### src/rtl/vadd_counter_pkg.sv
// vadd_counter_pkg: shared mode constants, helpers and op encoding for the counter bank
package vadd_counter_pkg;
  localparam int LP_MODE_WRAP = 0;
  localparam int LP_MODE_SAT = 1;
  typedef enum logic [1:0] {OP_HOLD, OP_LOAD, OP_INCR, OP_DECR} cnt_op_t;
  function automatic logic [63:0] f_all_ones(input int width);
    return (64'd1 << width) - 64'd1;
  endfunction
endpackage

### src/rtl/vadd_counter_channel.sv
// vadd_counter_channel: one up/down counter with wrap or saturate behaviour and registered flags
module vadd_counter_channel
  import vadd_counter_pkg::*;
#(
  parameter int C_WIDTH = 16,
  parameter int C_STEP_WIDTH = 4,
  parameter int C_SATURATE = 0,
  parameter logic [C_WIDTH-1:0] C_INIT = '0
) (
  input  logic                    clk,
  input  logic                    rst,
  input  logic                    clken,
  input  logic                    load,
  input  logic                    incr,
  input  logic                    decr,
  input  logic [C_WIDTH-1:0]      load_value,
  input  logic [C_STEP_WIDTH-1:0] step,
  output logic [C_WIDTH-1:0]      count,
  output logic                    is_zero,
  output logic                    is_max,
  output logic                    wrap,
  output logic                    nxt_zero
);
  localparam logic [C_WIDTH-1:0] LP_MAX = C_WIDTH'(f_all_ones(C_WIDTH));
  localparam bit LP_SAT = C_SATURATE != LP_MODE_WRAP;
  cnt_op_t op;
  logic [C_WIDTH:0] step_ext, sum, diff;
  logic [C_WIDTH-1:0] nxt_count;
  logic nxt_wrap;
  // Decode the request and compute next count from the exact (C_WIDTH+1)-bit sum/difference;
  // the top bit is carry on add and borrow on subtract, which is also the clamp condition
  always_comb begin
    op = load ? OP_LOAD : (incr ^ decr) ? (incr ? OP_INCR : OP_DECR) : OP_HOLD;
    step_ext = (C_WIDTH+1)'(step);
    sum = {1'b0, count} + step_ext;
    diff = {1'b0, count} - step_ext;
    nxt_count = !clken ? count
              : op == OP_LOAD ? load_value
              : op == OP_INCR ? ((LP_SAT && sum[C_WIDTH]) ? LP_MAX : sum[C_WIDTH-1:0])
              : op == OP_DECR ? ((LP_SAT && diff[C_WIDTH]) ? '0 : diff[C_WIDTH-1:0])
              : count;
    nxt_wrap = clken && ((op == OP_INCR && sum[C_WIDTH]) || (op == OP_DECR && diff[C_WIDTH]));
    nxt_zero = nxt_count == '0;
  end
  // Flags come from next-count so they always match the registered count
  always_ff @(posedge clk) begin
    if (rst) begin
      count <= C_INIT;
      is_zero <= C_INIT == '0;
      is_max <= C_INIT == LP_MAX;
      wrap <= 1'b0;
    end else begin
      count <= nxt_count;
      is_zero <= nxt_zero;
      is_max <= nxt_count == LP_MAX;
      wrap <= nxt_wrap;
    end
  end
endmodule

### src/rtl/vadd_counter_bank.sv
// vadd_counter_bank: bank of independent up/down counters with a registered all-zero flag
module vadd_counter_bank
  import vadd_counter_pkg::*;
#(
  parameter int C_WIDTH = 16,
  parameter int C_CHANNELS = 4,
  parameter int C_STEP_WIDTH = 4,
  parameter int C_SATURATE = LP_MODE_WRAP,
  parameter logic [C_WIDTH-1:0] C_INIT = '0
) (
  input  logic                               clk,
  input  logic                               rst,
  input  logic                               clken,
  input  logic [C_CHANNELS-1:0]              load,
  input  logic [C_CHANNELS-1:0]              incr,
  input  logic [C_CHANNELS-1:0]              decr,
  input  logic [C_CHANNELS*C_WIDTH-1:0]      load_value,
  input  logic [C_CHANNELS*C_STEP_WIDTH-1:0] step,
  output logic [C_CHANNELS*C_WIDTH-1:0]      count,
  output logic [C_CHANNELS-1:0]              is_zero,
  output logic [C_CHANNELS-1:0]              is_max,
  output logic [C_CHANNELS-1:0]              wrap,
  output logic                               all_zero
);
  logic [C_CHANNELS-1:0] nxt_zero;
  for (genvar i = 0; i < C_CHANNELS; i++) begin : g_ch
    vadd_counter_channel #(
      .C_WIDTH(C_WIDTH),
      .C_STEP_WIDTH(C_STEP_WIDTH),
      .C_SATURATE(C_SATURATE),
      .C_INIT(C_INIT)
    ) u_ch (
      .clk(clk),
      .rst(rst),
      .clken(clken),
      .load(load[i]),
      .incr(incr[i]),
      .decr(decr[i]),
      .load_value(load_value[i*C_WIDTH +: C_WIDTH]),
      .step(step[i*C_STEP_WIDTH +: C_STEP_WIDTH]),
      .count(count[i*C_WIDTH +: C_WIDTH]),
      .is_zero(is_zero[i]),
      .is_max(is_max[i]),
      .wrap(wrap[i]),
      .nxt_zero(nxt_zero[i])
    );
  end
  // Bank-wide zero flag registered from the channels' next-zero so it tracks the counts exactly
  always_ff @(posedge clk) begin
    all_zero <= rst ? (C_INIT == '0) : &nxt_zero;
  end
endmodule

### config.mk
export PLATFORM = sky130hd
export DESIGN_NAME = vadd_counter_bank
export DESIGN_NICKNAME = d
export VERILOG_FILES = /design/src/rtl/vadd_counter_pkg.sv /design/src/rtl/vadd_counter_channel.sv /design/src/rtl/vadd_counter_bank.sv
export SDC_FILE = /design/constraint.sdc
export NUM_CORES = 1
export LEC_CHECK = 0
export BUFFER_PORTS_ARGS = -buffer_cell sky130_fd_sc_hd__buf_2
export CAP_MARGIN = 0
export CORE_MARGIN = 2
export CORE_UTILIZATION = 39
export CTS_CLUSTER_SIZE = 16
export DETAILED_ROUTE_END_ITERATION = 6
export GPL_TIMING_DRIVEN = 0
export PLACE_DENSITY = 0.72
export SYNTH_ARGS = -nofsm -noshare
export SYNTH_HDL_FRONTEND = slang
export SYNTH_HIERARCHICAL = 1
export SYNTH_SLANG_ARGS = --single-unit
### constraint.sdc
create_clock -name clk -period 4.1 [get_ports clk]
set_input_delay 1.025 -clock clk [delete_from_list [all_inputs] [get_ports clk]]
set_output_delay 1.025 -clock clk [all_outputs]
set_load 0.05 [all_outputs]
Word-level counts from Yosys, hierarchy flattened

Cells that the tools add are included.

Add/sub/neg operators: 8
Eq/ne operators: 16
Muxes and demuxes: 28
Bitwise operators: 4
Reductions and logical operators: 21

Operators by type and width:

| cell                                                 | number |
|---|---|
| 2-to-1 mux 16 bit                                    | 16 |
| adder 16 x 4 -> 17 bit                               | 4 |
| subtractor 16 x 4 -> 17 bit                          | 4 |
| equality test 16 bit (second input constant)         | 4 |
| logical NOT 16 bit                                   | 4 |
| equality test 2 bit (second input constant)          | 8 |
| 2-to-1 mux 2 bit                                     | 8 |
| logical AND 1 bit                                    | 12 |
| equality test 2 x 1 -> 1 bit (second input constant) | 4 |
| logical OR 1 bit                                     | 4 |
| 2-to-1 mux 1 bit                                     | 4 |
| AND reduction 4 bit                                  | 1 |
| bitwise XOR 1 bit                                    | 4 |

Bits in registers: 77
Output and inout bits: 77
Word-level logic and storage cells: 94

Longest topological paths before layout

Gate-level depths: netlist (run 1).

Depth after elaboration: 10
Gate-level depth with buffers: 12
Gate-level depth less buffers: 12

Hierarchy

The synthesis (run 1) kept the hierarchy.

Modules (own cells, without submodules):

| module                                   | instances | cells each | area each (µm²) | sequential area each (µm²) |
|---|---|---|---|---|
| vadd_counter_channel at g_ch[0].u_ch ... | 2         | 270        | 2001.9          | 380.4 |
| vadd_counter_channel at g_ch[2].u_ch ... | 2         | 272        | 1993.2          | 380.4 |
| vadd_counter_bank                        | 1         | 2          | 30.0            | 20.0 |

Least setup slack after synthesis (run 1)

OpenSTA, ideal clock, no wires.

Kind: input-to-reg
From: input port incr[2]
To: register g_ch[2].u_ch.is_max
Setup time: 0.087 ns
Arrival time: 3.697 ns
Data required time: 4.013 ns
Slack: 0.316 ns
Stages: 9
Path through: inv_1 > ha_1 > or4b_4 > a211oi_4 > a32oi_2 > mux2_4 > or4b_1 > or4_1 > nor4b_2

Longest elaborated chain between the ends: 9
Elaborated cells on any way between the ends: 12
Classes of those cells: eq/ne: 4; mux: 7; bitwise: 1

RTL lines:

| element                                               | line                       | text |
|---|---|---|
| start, declared                                       | vadd_counter_bank.sv:15    | `input logic [C_CHANNELS-1:0] incr,` |
| 2-to-1 mux 1 bit or bitwise XOR 1 bit (tied branches) | vadd_counter_channel.sv:33 | `op = load ? OP_LOAD : (incr ^ decr) ? (incr ? OP_INCR : OP_DECR) : OP_HOLD;` |
| 2-to-1 mux 2 bit (*) (2 in series)                    | vadd_counter_channel.sv:33 |  |
| equality test 2 bit                                   | vadd_counter_channel.sv:40 | `: op == OP_DECR ? ((LP_SAT && diff[C_WIDTH]) ? '0 : diff[C_WIDTH-1:0])` |
| 2-to-1 mux 16 bit                                     | vadd_counter_channel.sv:40 |  |
| 2-to-1 mux 16 bit                                     | vadd_counter_channel.sv:39 | `: op == OP_INCR ? ((LP_SAT && sum[C_WIDTH]) ? LP_MAX : sum[C_WIDTH-1:0])` |
| 2-to-1 mux 16 bit (*)                                 | vadd_counter_channel.sv:38 | `: op == OP_LOAD ? load_value` |
| 2-to-1 mux 16 bit (*)                                 | vadd_counter_channel.sv:37 | `nxt_count = !clken ? count` |
| equality test 16 bit (*)                              | vadd_counter_channel.sv:55 | `is_max <= nxt_count == LP_MAX;` |
| end signal, assigned                                  | vadd_counter_channel.sv:50 | `is_max <= C_INIT == LP_MAX;` |
| end signal, assigned                                  | vadd_counter_channel.sv:55 |  |
| end, declared                                         | vadd_counter_channel.sv:20 | `output logic is_max,` |

Mark *: on every way between the ends. The rest lies on a longest branch, timed or not.
A chain may end at the register's enable or synchronous reset.

Worst setup path in the final report (run 1)

From: input port incr[3]
To: register all_zero

Longest elaborated chain between the ends: 10
Elaborated cells on any way between the ends: 13
Classes of those cells: eq/ne: 3; mux: 7; bitwise: 1; reduce/logical: 2

RTL lines:

| element                                               | line                       | text |
|---|---|---|
| 2-to-1 mux 1 bit or bitwise XOR 1 bit (tied branches) | vadd_counter_channel.sv:33 |  |
| 2-to-1 mux 2 bit (*) (2 in series)                    | vadd_counter_channel.sv:33 |  |
| equality test 2 bit                                   | vadd_counter_channel.sv:40 |  |
| 2-to-1 mux 16 bit                                     | vadd_counter_channel.sv:40 |  |
| 2-to-1 mux 16 bit                                     | vadd_counter_channel.sv:39 |  |
| 2-to-1 mux 16 bit (*)                                 | vadd_counter_channel.sv:38 |  |
| 2-to-1 mux 16 bit (*)                                 | vadd_counter_channel.sv:37 |  |
| logical NOT 16 bit (*)                                | vadd_counter_channel.sv:43 | `nxt_zero = nxt_count == '0;` |
| net nxt_zero[3]                                       | vadd_counter_bank.sv:25    | `logic [C_CHANNELS-1:0] nxt_zero;` |
| AND reduction 4 bit (*)                               | vadd_counter_bank.sv:50    | `all_zero <= rst ? (C_INIT == '0) : &nxt_zero;` |
| end signal, assigned                                  | vadd_counter_bank.sv:50    |  |
| end, declared                                         | vadd_counter_bank.sv:23    | `output logic all_zero` |

Mark *: on every way through the listed nets, which the timed path passes. The rest lies on a longest branch.

==> metrics, run 1 <==
number of setup buffers added after CTS 0; Synth async-reset ratio 0; Critical Path Slowest Stage Cell or4b_4; PortBufs 171; Compound-Gate Fraction of Synth Area 0.298; Die Area 21,700 um^2; Synth Area in Adders 0.0761; Max VDD drop 190 uV; Power Total between 2 and 3 mW; maximum net fanout on the critical path 6; cts hold-fix bufs 0; later-pin clock latency in the skew report 0.34 ns; drt initial violations 745; Synth area leader dfxtp_1; drt first pass iters 6; CP Class input port to flop; RSZ-0062 raised after global routing false; Post-Place Setup Slack -0.808 ns; layout cells sized above 1 0.204; DRC viols 0; worst hold slack approximately 0.53 ns; # H-tree levels 3; sequential share of the synthesized area 0.192; max_cap viols 0; total gr overflow 0; Primary FF master, synth dfxtp_1; Synth Area in XOR/XNOR 0.00655; post-route setup TNS 0 ns; via count 9,466; Seq cells post-synth 77; synth top area cells dfxtp_1, ha_1, nor2_1; Max Transition Viols Final 0; worst endpoint data arrival time 4.31 ns; Commonest cells post-synth nor2_1, dfxtp_1, inv_1; post-detailed-route count of antenna-violating nets 0; mux cell area share after synthesis 0.0162; Gate Count Post-Synth 1,086; drt via density 6.14; Die H 147 um; count leader, synth nor2_1; PwrDens 288 nW/um^2; type of origin of the critical path input port; fin nets 1,406; Worst Tran Pin Value 0.718 ns; Clock Root Buffer clkbuf_16; vias in the first global route 8,661; Peak Freq ~250 MHz; DRT Wirelength between 20 and 30 mm; total track usage 0.245; worst endpoint required time 4.38 ns; Final Setup Violations 0; Ys Warns 6; Non-Filler Instances 1,541; fin crit period 4.03 ns; clk buf depth 2; average cell area after synthesis approximately 7.4 um^2; Post-Synth Simple-Gate Area 0.339; global-route wire length before repair 43.6 mm; synthesis-to-finish area growth 18.7%; final worst slack 0.0743 ns; final period utilization 0.982; core area 20,200 um^2; CP max stage delay 0.59 ns; Mapped Nets 1,225; antenna cells 0; outcome finished, final reports clean; CTS Sinks 77; Die Wd 147 um; CTS tree built; Starting Density 0.396; Seq. cell area 1540 um^2; largest net degree at the start of global routing 16; clk_skew 0.00684 ns; worst rel slew slack 0.518; Synth Cell Area 8020 um^2; Filler cells about 2,100; Leak Pwr 4.03 nW; Yosys cell types 81; # rows 52; CP Capture Type flop; Final Hold Viols 0; EDFF count, synth 0; main combinational cell family by area after synthesis simple AND/OR/NAND/NOR gates; min-delay worst type flop to flop; footprint of the multi-input gates 5950 um^2; IO Count 172; wire per inst 17.8 um; antenna violations before repair 0; DP Cell Count about 1,500; TritonCTS Buffers 9; Clock Pin Slew Worst Setup and Hold Paths 0.06 ns; post-detail-place hpwl 21.2 mm; Synth top area share 0.192; GPL Wtd Cong 0.965; crit path cell chain buf_2, inv_1, ha_1, or4b_4, a2111oi_0, a31oi_1, o22ai_1, o2bb2ai_1, or4b_1, nor4_2, a41o_1
report_power, final:
part           switching, mW  internal, mW  total (mW)  leakage [nW]
sequential            0.0720         0.800       0.872         0.633
clock                  0.324         0.422       0.746         0.129
combinational          0.755         0.368        1.12          3.27
cell type report:
cell class	count	share of cell area
buffer	65	0.0331
clock buffer	13	0.0263
clock inverter	2	0.00105
inverter	70	0.0276
multi-input combinational	873	0.625
sequential	77	0.162
tap	270	0.0355
timing repair buffer	171	0.0899
through the flow:
step | util | cell area, um^2
floorplan | - | 8020
global placement | 0.455 | 9210
detailed placement | 0.455 | 9210
CTS | 0.469 | 9490
global route | 0.471 | 9520
finish | 0.471 | 9520
critical path: cells and delay by family:
family,cells,cell delay [ns]
AOI/OAI and AO/OA,5,1.28
adders and majority gates,1,0.32
buffers and inverters,2,0.10
and+or+nand+nor,3,1.57
worst paths after layout:
kind	depth (start not counted)	to	slack (ns)	from
setup / recovery	11	all_zero$_SDFF_PP1_	0.07	incr[3]
hold / removal	2	g_ch[3].u_ch/count[0]$_SDFF_PP0_	0.53	g_ch[3].u_ch/count[0]$_SDFF_PP0_
setup reg to reg	12	all_zero$_SDFF_PP1_	0.48	g_ch[3].u_ch/count[0]$_SDFF_PP0_
hold reg to reg	2	g_ch[3].u_ch/count[0]$_SDFF_PP0_	0.53	g_ch[3].u_ch/count[0]$_SDFF_PP0_
sequential cells by signal, summed over array words and instances (netlist names):
register and cells:
g_ch.u_ch/wrap 4, g_ch.u_ch/count 64, g_ch.u_ch/is_zero 4, all_zero 1, g_ch.u_ch/is_max 4
per-layer routing:
| metal | track usage | share of wire | vias to the layer above |
|---|---|---|---|
| met5 | 0 | 0 | - |
| met4 | 0.0880 | 0.022 | 0 |
| met3 | 0.0444 | 0.081 | 52 |
| met2 | 0.393 | 0.46 | 487 |
| met1 | 0.331 | 0.44 | 4441 |
| li1 | - | - | 4486 |
layout by cell type, fill, tap and decap left out, types with 8 or more instances in the layout:
cell       instances
a211oi_1          22
a21o_1            24
a21oi_1           49
a31oi_1           12
and2_1            16
and3_1            28
buf_2            177
buf_6              8
clkbuf_1          49
clkbuf_16          9
dfxtp_1           77
fa_1               8
ha_1              36
inv_1             66
mux2i_1           10
nand2_1           62
nand2b_1          14
nand3_1           46
nand4_1           22
nor2_1           108
nor2b_1           14
nor3_1            60
nor3b_1           12
nor4_1            20
o2111ai_1          8
o211a_1            8
o211ai_1          14
o21a_1            14
o21ai_0           44
o22ai_1           10
o311a_1            8
o31ai_1           10
or2_2             14
or3_1             10
or4_1             14
cell families (layout without fill, tap and decap cells):
kind of cell | Yosys count | after routing
XOR/XNOR | 6 | 6
flip-flops | 77 | 77
AND/OR/NAND/NOR | 490 | 490
AO/OA/AOI/OAI | 321 | 321
multiplexers | 12 | 12
adder cells (fa/ha/maj) | 44 | 44
buffers and inverters | 136 | 321
timing repair:
item	4_1_cts	5_1_grt
resized for setup	4	11
endpoints found under the setup margin	1	2
hold endpoints to repair	0	0
Note: power is estimated with default switching activity, not from simulation.
==> inputs of run 2 (changes only) <==
PLACE_DENSITY = 0.73   (was 0.72)
RECOVER_POWER = 100   (was unset)
SYNTH_HIERARCHICAL = unset   (was 1)
==> metrics, run 2 <==
R2R setup slack 0.49 ns; Primary FF master, synth dfxtp_1; worst rel slew slack 0.392; Commonest cells post-synth nor2_1, dfxtp_1, nand2_1; Die Wd 140 um; PwrDens 313 nW/um^2; DP Cell Count 1,375; later-pin clock latency in the skew report 0.35 ns; post-place instance area about 8400 um^2; outcome finished, final reports clean; synthesis-to-finish area growth 18.4%; max_cap viols 0; final worst slack 0.126 ns; total track usage 0.260; Die Area 19,700 um^2; worst hold slack between 0.5 and 0.6 ns; Synth Cell Area 7250 um^2; worst endpoint data arrival time ~4.3 ns; Peak Freq approximately 250 MHz; antenna violations before repair 0; Post-Synth Simple-Gate Area 0.309; Final Hold Viols 0; final period utilization 0.969; PortBufs 165; Internal Pwr Total 1.59 mW; synth top area cells dfxtp_1, nor2_1, ha_1; post-route cell area 8580 um^2; Die H between 100 and 150 um; clock power share 0.289; Sw Pwr 1.09 mW; Reg2Reg Depth 13; r2r startpoint g_ch[1].u_ch.count[0]$_SDFF_PP0_; fin util 0.474; Synth async-reset ratio 0; DRT Wirelength 26.6 mm; fin nets about 1,300; IO Count 172; Post-Place Setup Slack -0.207 ns; # H-tree levels 3; GPL Wtd Cong 0.923; Gate Count Post-Synth 981; average cell area after synthesis 7.39 um^2; post-detailed-route count of antenna-violating nets 0; Max VDD drop 231 uV; Synth Area in Adders 0.0842; worst endpoint required time 4.39 ns; drt initial violations ~810; Biggest register g_ch.u_ch.count; reg2reg end all_zero$_SDFF_PP1_; type of origin of the critical path input port; Leak Pwr 3.36 nW; Synth area leader dfxtp_1; clk buf depth 2; cts hold-fix bufs 0; Mapped Nets ~1,100; Sw Share 0.408; DRC viols 0; CTS Sinks 77; CP Capture Type flop; wire per inst 19.1 um; # rows 49; clk_skew 0.00834 ns; max FFs per register 64; Starting Density 0.401; maximum net fanout on the critical path 3; layout cells sized above 1 0.154; global-route wire length before repair roughly 41 mm; via count 8,442; Synth Area in XOR/XNOR 0.0121; Clock Pin Slew Worst Setup and Hold Paths 0.06 ns; Ys Warns 0; count leader, synth nor2_1; Seq cells post-synth between 70 and 80; Worst Min Path Start g_ch[3].u_ch.count[14]$_SDFF_PP0_; CTS tree built; Compound-Gate Fraction of Synth Area 0.279; most frequent cells in the layout nor2_1, clkbuf_1, buf_2, dfxtp_1, nand2_1; Final Setup Violations 0; Worst Tran Pin Value 0.912 ns; min-delay worst type flop to flop; Worst Hold Path Cells 2; post-detail-place hpwl 20.1 mm; Worst Hold Endpoint g_ch[3].u_ch.wrap$_SDFF_PP0_; RSZ-0062 raised after global routing false; vias in the first global route 7,656; drt first pass iters 6; Max Transition Viols Final 0; Reg power frac 0.331; Combinational Power Share 0.380; drt via density a little over 6; Synth top area share 0.213; core area approximately 18,000 um^2; fin crit period 3.97 ns; Yosys cell types 90; sequential share of the synthesized area 0.213; TritonCTS Buffers 9; CP Class input port to flop; antenna cells 0; EDFF count, synth 0; Clock Root Buffer clkbuf_16; largest net degree at the start of global routing 12; Non-Filler Instances 1,392; main combinational cell family by area after synthesis simple AND/OR/NAND/NOR gates; mux cell area share after synthesis 0.0124; total gr overflow 0; most common cell after layout, fill and taps aside nor2_1
==> run 2: cell types whose count changed after synthesis, sizes merged, moves of 9 or more <==
cell / before / now
a211oi: 26 / 8
a21o: 24 / 13
a31oi: 12 / 30
and3: 28 / 14
buf: 16 / 31
inv: 68 / 59
nand3: 46 / 25
nor2: 110 / 126
nor3: 66 / 41
nor3b: 12 / 2
o22ai: 10 / 25
or2: 18 / 6
==> run 2: power groups by stage <==
stage | Sequential, mW | Clock, mW | Combinational, mW
finish | 0.887 | 0.775 | 1.02
global route | 0.895 | 0.808 | 1.10
CTS | 0.882 | 0.774 | 1.02
detailed placement | 0.898 | 0 | 1.01
global placement | 0.897 | 0 | 0.995
floorplan | 1.05 | 0 | 0.566
==> run 2: worst max-delay path, stage by stage <==
cell,delay [ns]
buf_2,0.09
ha_1,0.17
inv_1,0.06
fa_1,0.40
a21oi_1,0.26
o2111ai_1,0.28
o31ai_1,0.39
mux2i_1,0.23
o2111ai_1,0.22
nor4_1,0.31
nand4_1,0.15
o31ai_2,0.41
and4_1,0.24
==> run 2: how the worst max path moves through the flow <==
| stage | startpoint | end | cells past startpoint |
|---|---|---|---|
| final | step[4] | all_zero$_SDFF_PP1_ | 13 |
| after global routing | incr[3] | g_ch[3].u_ch.is_max$_SDFF_PP0_ | 14 |
| after CTS | step[5] | all_zero$_SDFF_PP1_ | 12 |
| after detailed placement | step[5] | all_zero$_SDFF_PP1_ | 12 |
| after global placement | step[7] | all_zero$_SDFF_PP1_ | 13 |
| after floorplan | step[5] | all_zero$_SDFF_PP1_ | 11 |
==> run 2: what timing repair did <==
item / in CTS / in global routing
endpoints found under the setup margin: 0 / 3
gates resized for setup: 0 / 7
buffers inserted: 0 / 2
==> run 2: through the flow <==
step / power, mW / TNS (ns)
2_1_floorplan: 1.62 / 0
3_3_place_gp: 1.89 / -0.361
4_1_cts: 2.67 / 0
6_report: 2.68 / 0
3_5_place_dp: 1.91 / -0.415
5_1_grt: 2.80 / 0
==> run 2: final cells by class <==
cell class                 instances  area, um^2
buffer                            75         429
clock buffer                      14         274
clock inverter                     1        5.00
fill                            1866        9510
inverter                          59         221
multi-input combinational        770        5080
sequential                        77        1540
tap                              229         287
timing repair buffer             167         741
==> run 2: cells by family (layout without fill, tap and decap cells) <==
logic type,count (synthesis),count (layout)
simple gates,416,416
fa+ha+maj,44,44
compound gates,291,291
mux,9,9
xor+xnor,10,10
flops,77,77
buf+inv,134,316
==> run 2: routing by layer <==
metal | share of wire | global-route usage
met1 | 0.43 | 0.340
met2 | 0.45 | 0.425
met3 | 0.090 | 0.0595
met4 | 0.028 | 0.0856
met5 | 0 | 0
